<file path="src/rtl/dadda_product_accumulator.sv">
// dadda_product_accumulator
// Back end of the 16x16 Dadda multiplier: sums a burst of unsigned products
// (dot-product / MAC style) and returns one result per burst over valid/ready.
//
// Ports
//   clk, rst        rising-edge clock, synchronous active-high reset
//   clr             synchronous abort; drops the current burst, returns to IDLE
//   prod_valid/prod_ready/prod_last/prod_data
//                   input product stream (unregistered multiplier output)
//   acc_valid/acc_ready
//                   result handshake; result held until accepted
//   acc_data        accumulated sum (ACC_W bits)
//   acc_ovf         sticky carry-out flag for the burst
//   acc_count       accepted products this burst, saturating
//
// Build option
//   DADDA_ACC_SAT_EN  defined: accumulator saturates at all-ones on carry-out.
//                     undefined: accumulator wraps modulo 2^ACC_W.

module dadda_product_accumulator #(
  parameter int unsigned PROD_W = 33,
  parameter int unsigned ACC_W  = 40,
  parameter int unsigned CNT_W  = 8
) (
  input  logic              clk,
  input  logic              rst,
  input  logic              clr,
  input  logic              prod_valid,
  output logic              prod_ready,
  input  logic              prod_last,
  input  logic [PROD_W-1:0] prod_data,
  output logic              acc_valid,
  input  logic              acc_ready,
  output logic [ACC_W-1:0]  acc_data,
  output logic              acc_ovf,
  output logic [CNT_W-1:0]  acc_count
);

  localparam int unsigned SUM_W = ACC_W + 1;
  localparam int unsigned PAD_W = SUM_W - PROD_W;

  typedef enum logic [1:0] {
    IDLE  = 2'd0,
    ACCUM = 2'd1,
    DONE  = 2'd2
  } state_t;

  state_t state;
  state_t state_nxt;

  logic prod_ready_nxt;
  logic acc_valid_nxt;

  logic             in_xfer;
  logic             out_xfer;
  logic [SUM_W-1:0] sum_c;
  logic [ACC_W-1:0] acc_nxt;

  assign in_xfer  = prod_valid & prod_ready;
  assign out_xfer = acc_valid & acc_ready;

  // One extra bit of headroom exposes the carry-out for the overflow flag.
  assign sum_c = {1'b0, acc_data} + {{PAD_W{1'b0}}, prod_data};

`ifdef DADDA_ACC_SAT_EN
  // Once pinned at all-ones any further add carries out again, so it stays there.
  assign acc_nxt = sum_c[ACC_W] ? {ACC_W{1'b1}} : sum_c[ACC_W-1:0];
`else
  assign acc_nxt = sum_c[ACC_W-1:0];
`endif

  // State register; handshake flags are registered from the next state.
  always_ff @(posedge clk) begin
    if (rst) begin
      state      <= IDLE;
      prod_ready <= 1'b1;
      acc_valid  <= 1'b0;
    end else begin
      state      <= state_nxt;
      prod_ready <= prod_ready_nxt;
      acc_valid  <= acc_valid_nxt;
    end
  end

  // Next-state logic; clr overrides every handshake.
  always_comb begin
    state_nxt = state;
    case (state)
      IDLE: begin
        if (in_xfer) begin
          state_nxt = prod_last ? DONE : ACCUM;
        end
      end
      ACCUM: begin
        if (in_xfer && prod_last) begin
          state_nxt = DONE;
        end
      end
      DONE: begin
        if (out_xfer) begin
          state_nxt = IDLE;
        end
      end
      default: state_nxt = IDLE;
    endcase
    if (clr) begin
      state_nxt = IDLE;
    end
  end

  // Output decode: input side stalls only while a result is pending.
  always_comb begin
    prod_ready_nxt = 1'b1;
    acc_valid_nxt  = 1'b0;
    if (state_nxt == DONE) begin
      prod_ready_nxt = 1'b0;
      acc_valid_nxt  = 1'b1;
    end
  end

  // Datapath: sum, sticky overflow and saturating term count. A handshake on
  // the result clears everything so IDLE always starts from zero.
  always_ff @(posedge clk) begin
    if (rst || clr || out_xfer) begin
      acc_data  <= '0;
      acc_ovf   <= 1'b0;
      acc_count <= '0;
    end else if (in_xfer) begin
      acc_data <= acc_nxt;
      acc_ovf  <= acc_ovf | sum_c[ACC_W];
      if (acc_count != {CNT_W{1'b1}}) begin
        acc_count <= acc_count + CNT_W'(1);
      end
    end
  end

endmodule

</file>
<file path="config.mk">
export PLATFORM = sky130hd
export DESIGN_NAME = dadda_product_accumulator
export DESIGN_NICKNAME = d
export VERILOG_FILES = /design/src/rtl/dadda_product_accumulator.sv
export SDC_FILE = /design/constraint.sdc
export NUM_CORES = 1
export LEC_CHECK = 0
export ABC_AREA = 0
export BUFFER_PORTS_ARGS = -buffer_cell sky130_fd_sc_hd__buf_2
export CORE_MARGIN = 2
export CORE_UTILIZATION = 55
export CTS_BUF_LIST = sky130_fd_sc_hd__clkbuf_4
export CTS_CLUSTER_SIZE = 20
export DETAILED_ROUTE_END_ITERATION = 16
export GPL_TIMING_DRIVEN = 0
export HOLD_SLACK_MARGIN = 0.02
export PLACE_DENSITY = 0.84
export SLEW_MARGIN = 20
export SYNTH_ARGS = -nofsm -noshare
export SYNTH_HDL_FRONTEND = slang
export SYNTH_SLANG_ARGS = --single-unit
export TNS_END_PERCENT = 20
</file>
<file path="constraint.sdc">
create_clock -name clk -period 5.4 [get_ports clk]
set_input_delay 0.27 -clock clk [delete_from_list [all_inputs] [get_ports clk]]
set_output_delay 0.27 -clock clk [all_outputs]
set_load 0.01 [all_outputs]
</file>
==> results.cfg <==
[outcome]
outcome = complete, no violations

[cts]
htree_levels = 2
cts_setup_buffers = 0
root_buffer = clkbuf_4
cts_resized = 0
cts_tree = yes
ctsHoldBuffers = 0
cts_buffer_depth = 2
cts_sinks = 53
cts_buffers = 5
clk_latency_ns = 0.39
path_clk_slew_ns = 0.17

[cells_and_area]
area_growth_pct = 16.3
layout.nets = 668
drive_above_1_share = 0.193
antenna_cells = 0
instances_no_fill = 691
fin_util = 0.660

[sta]
slew_headroom = 0.336
fin_crit_sh = 0.543
hold_viol_final = 0
finClkSkew_ns = 0.0109
setup_viol = 0
slew_viol_final = 0
tightestPinTransition_ns = 0.990
rsz0062_at_grt = no
fin_crit_ns = 2.93
fmax_mhz = 341
setup_tns_ns = 0

[pwr]
finalPower_mw = 0.855
p_per_area_mw_per_mm2 = 190
peakVddDrop_v = 0.000148
p_leak_nw = 2.11

[yosys]
ys_seq_elements = 53
synthArstFlopShare = 0
ys_warn_count = 0
synth_seq_area_share = 0.275
synth-edff-count = 0
synth_area_mm2 = 0.00386
synth_cells = 498
synth.distinct_cells = 57
synthesis.nets = 572
syn_avg_cell_area_um2 = 7.75
synth_flop_cell = dfxtp_1

[floorplan]
ioPinCount = 90
core_region_area_mm2 = 0.00679
die_w_um = 87.8
die_y_um = 87.8
std_cell_rows = 30
die-area_mm2 = 0.00770
initial_utilization = 0.568

[detailed_routing]
drc = 0
wire_per_inst_um = 15.2
ant_nets = 0
drt-total-wl_um = 10500
vias_per_cell = 5.85
dr.first_iter.drc_count = 264
vias = 4039
dr.pass1.iters = 5

[placed_design]
dp_cells = 683
dpl.hpwl_um = 8180
port_buffers = 89
gp_congestion = 0.957

[global_route]
grt_max_degree = 19
overflow = 0
grt_pass1_vias = 3787
antenna_found_initial = 0
grtUsageTotal = 0.279
grt_pass1_wl_um = 17400

[worst_setup_path]
worstPathMaxFanout = 4
crit_path_top_delay_cell = fa_1
path_cells = ha_1 -> fa_1 -> a211oi_2 -> o21ai_1 -> and2_1 -> a2111oi_4 -> nor4b_2 -> o311a_4 -> o21ai_1 -> mux2i_1
end_kind = flop
max_stage_delay_ns = 0.44
cpMostUsedCell = o21ai_1
critical_path_class = reg2reg
crit_path_start_kind = flop
cp_data_required_time_ns = 5.73
crit_arrival_ns = 3.26

[job]
maxCapViolCount = 0

[min_path]
hold_path.class = in2reg
[placed cells by master, fill, tap and decap left out, types with 3 or more instances in the layout]
cell type / count
mux2i_1: 8
o21a_1: 4
xnor2_1: 10
nand2b_1: 6
a31oi_1: 5
nor2_1: 41
and2_1: 5
a21o_1: 13
xor2_1: 15
o31ai_1: 3
dfxtp_1: 53
nand2_1: 61
o21ai_1: 4
ha_1: 34
nand4_1: 11
inv_1: 9
o21bai_1: 4
a31o_2: 3
buf_2: 89
nor4_1: 5
nor3_1: 15
a211oi_1: 10
clkbuf_1: 19
a21oi_1: 57
nand3_1: 21
o211ai_1: 5
clkbuf_4: 5
o21ai_0: 31
and3_1: 9
[state kept, by name, indices dropped and copies added (netlist names)]
| signal | cells |
|---|---|
| acc_valid | 1 |
| acc_ovf | 1 |
| state | 2 |
| prod_ready | 1 |
| acc_data | 40 |
| acc_count | 8 |
[per-stage QoR]
step           setup WS (ns)  area [um^2]  hold slack (ns)
4_1_cts                 2.46         4490           0.0704
6_report                2.47         4490           0.0805
2_1_floorplan           2.73         3860            0.347
3_5_place_dp            2.42         4420            0.459
5_1_grt                 2.31         4490           0.0609
3_3_place_gp            2.48         4420            0.435
[logic make-up (layout without fill, tap and decap cells)]
kind of cell	count (synthesis)	count (layout)	synth area share
xor+xnor	25	25	0.0567
simple gates	184	184	0.226
mux	9	9	0.0237
fa+ha+maj	35	35	0.115
buf+inv	31	128	0.0321
flops	53	53	0.275
compound gates	161	161	0.271
[final timing paths]
check | cells after the start | endpoint | from | slack, ns
setup / recovery | 10 | acc_data[36] | acc_data[0] | 2.47
hold / removal | 2 | state[1] | rst | 0.08
setup reg to reg | 10 | acc_data[36] | acc_data[0] | 2.47
hold reg to reg | 2 | acc_data[17] | acc_data[17] | 0.48
[power by group]
part / internal, mW / switching, mW / total, mW
clock: 0.0535 / 0.145 / 0.199
sequential: 0.404 / 0.0105 / 0.415
combinational: 0.0929 / 0.148 / 0.241
[cell type report]
cell class | instances | area [um^2]
timing repair buffer | 89 | 445
sequential | 53 | 1060
tap | 96 | 120
clock inverter | 3 | 25.0
fill | 603 | 2310
buffer | 22 | 90.1
inverter | 9 | 33.8
multi-input combinational | 414 | 2670
clock buffer | 5 | 37.5
[routing by layer]
metal  track usage  wire length (um)  up-vias
met5             0                 0        -
met4        0.0895               257        0
met3        0.0518               572       26
met2         0.471              4960      126
met1         0.361              4680     1863
li1              -                 -     2024
[worst max-delay path, delay by kind of cell, from the launching register on]
| family | cells | cell delay, ns |
|---|---|---|
| compound gates | 5 | 1.29 |
| fa+ha+maj | 2 | 0.66 |
| flops | 1 | 0.36 |
| mux | 1 | 0.20 |
| simple gates | 2 | 0.35 |
[synth_stat cells (all sizes together) (2+ instances only)]
cell type / instances / share of area
o31ai: 3 / 0.0058
o211ai: 5 / 0.0097
a21o: 14 / 0.028
a21oi: 58 / 0.076
mux2i: 8 / 0.021
a41o: 3 / 0.0081
and3: 10 / 0.018
a31oi: 5 / 0.0081
a31o: 3 / 0.0068
clkbuf: 19 / 0.018
o21ai: 37 / 0.050
buf: 3 / 0.0049
and2: 5 / 0.0081
xnor2: 10 / 0.023
nor4: 5 / 0.0081
nand3: 21 / 0.027
nand4: 11 / 0.018
a41oi: 2 / 0.0045
inv: 9 / 0.0088
nand2b: 6 / 0.0097
or3: 2 / 0.0032
nand2: 61 / 0.059
a211oi: 11 / 0.023
a21boi: 2 / 0.0039
nor2b: 2 / 0.0032
nor3: 15 / 0.019
o21a: 4 / 0.0078
ha: 34 / 0.11
o311a: 2 / 0.0081
nor2: 41 / 0.040
xor2: 15 / 0.034
o21bai: 4 / 0.0078
dfxtp: 53 / 0.27
Note: power is estimated with default switching activity, not from simulation.
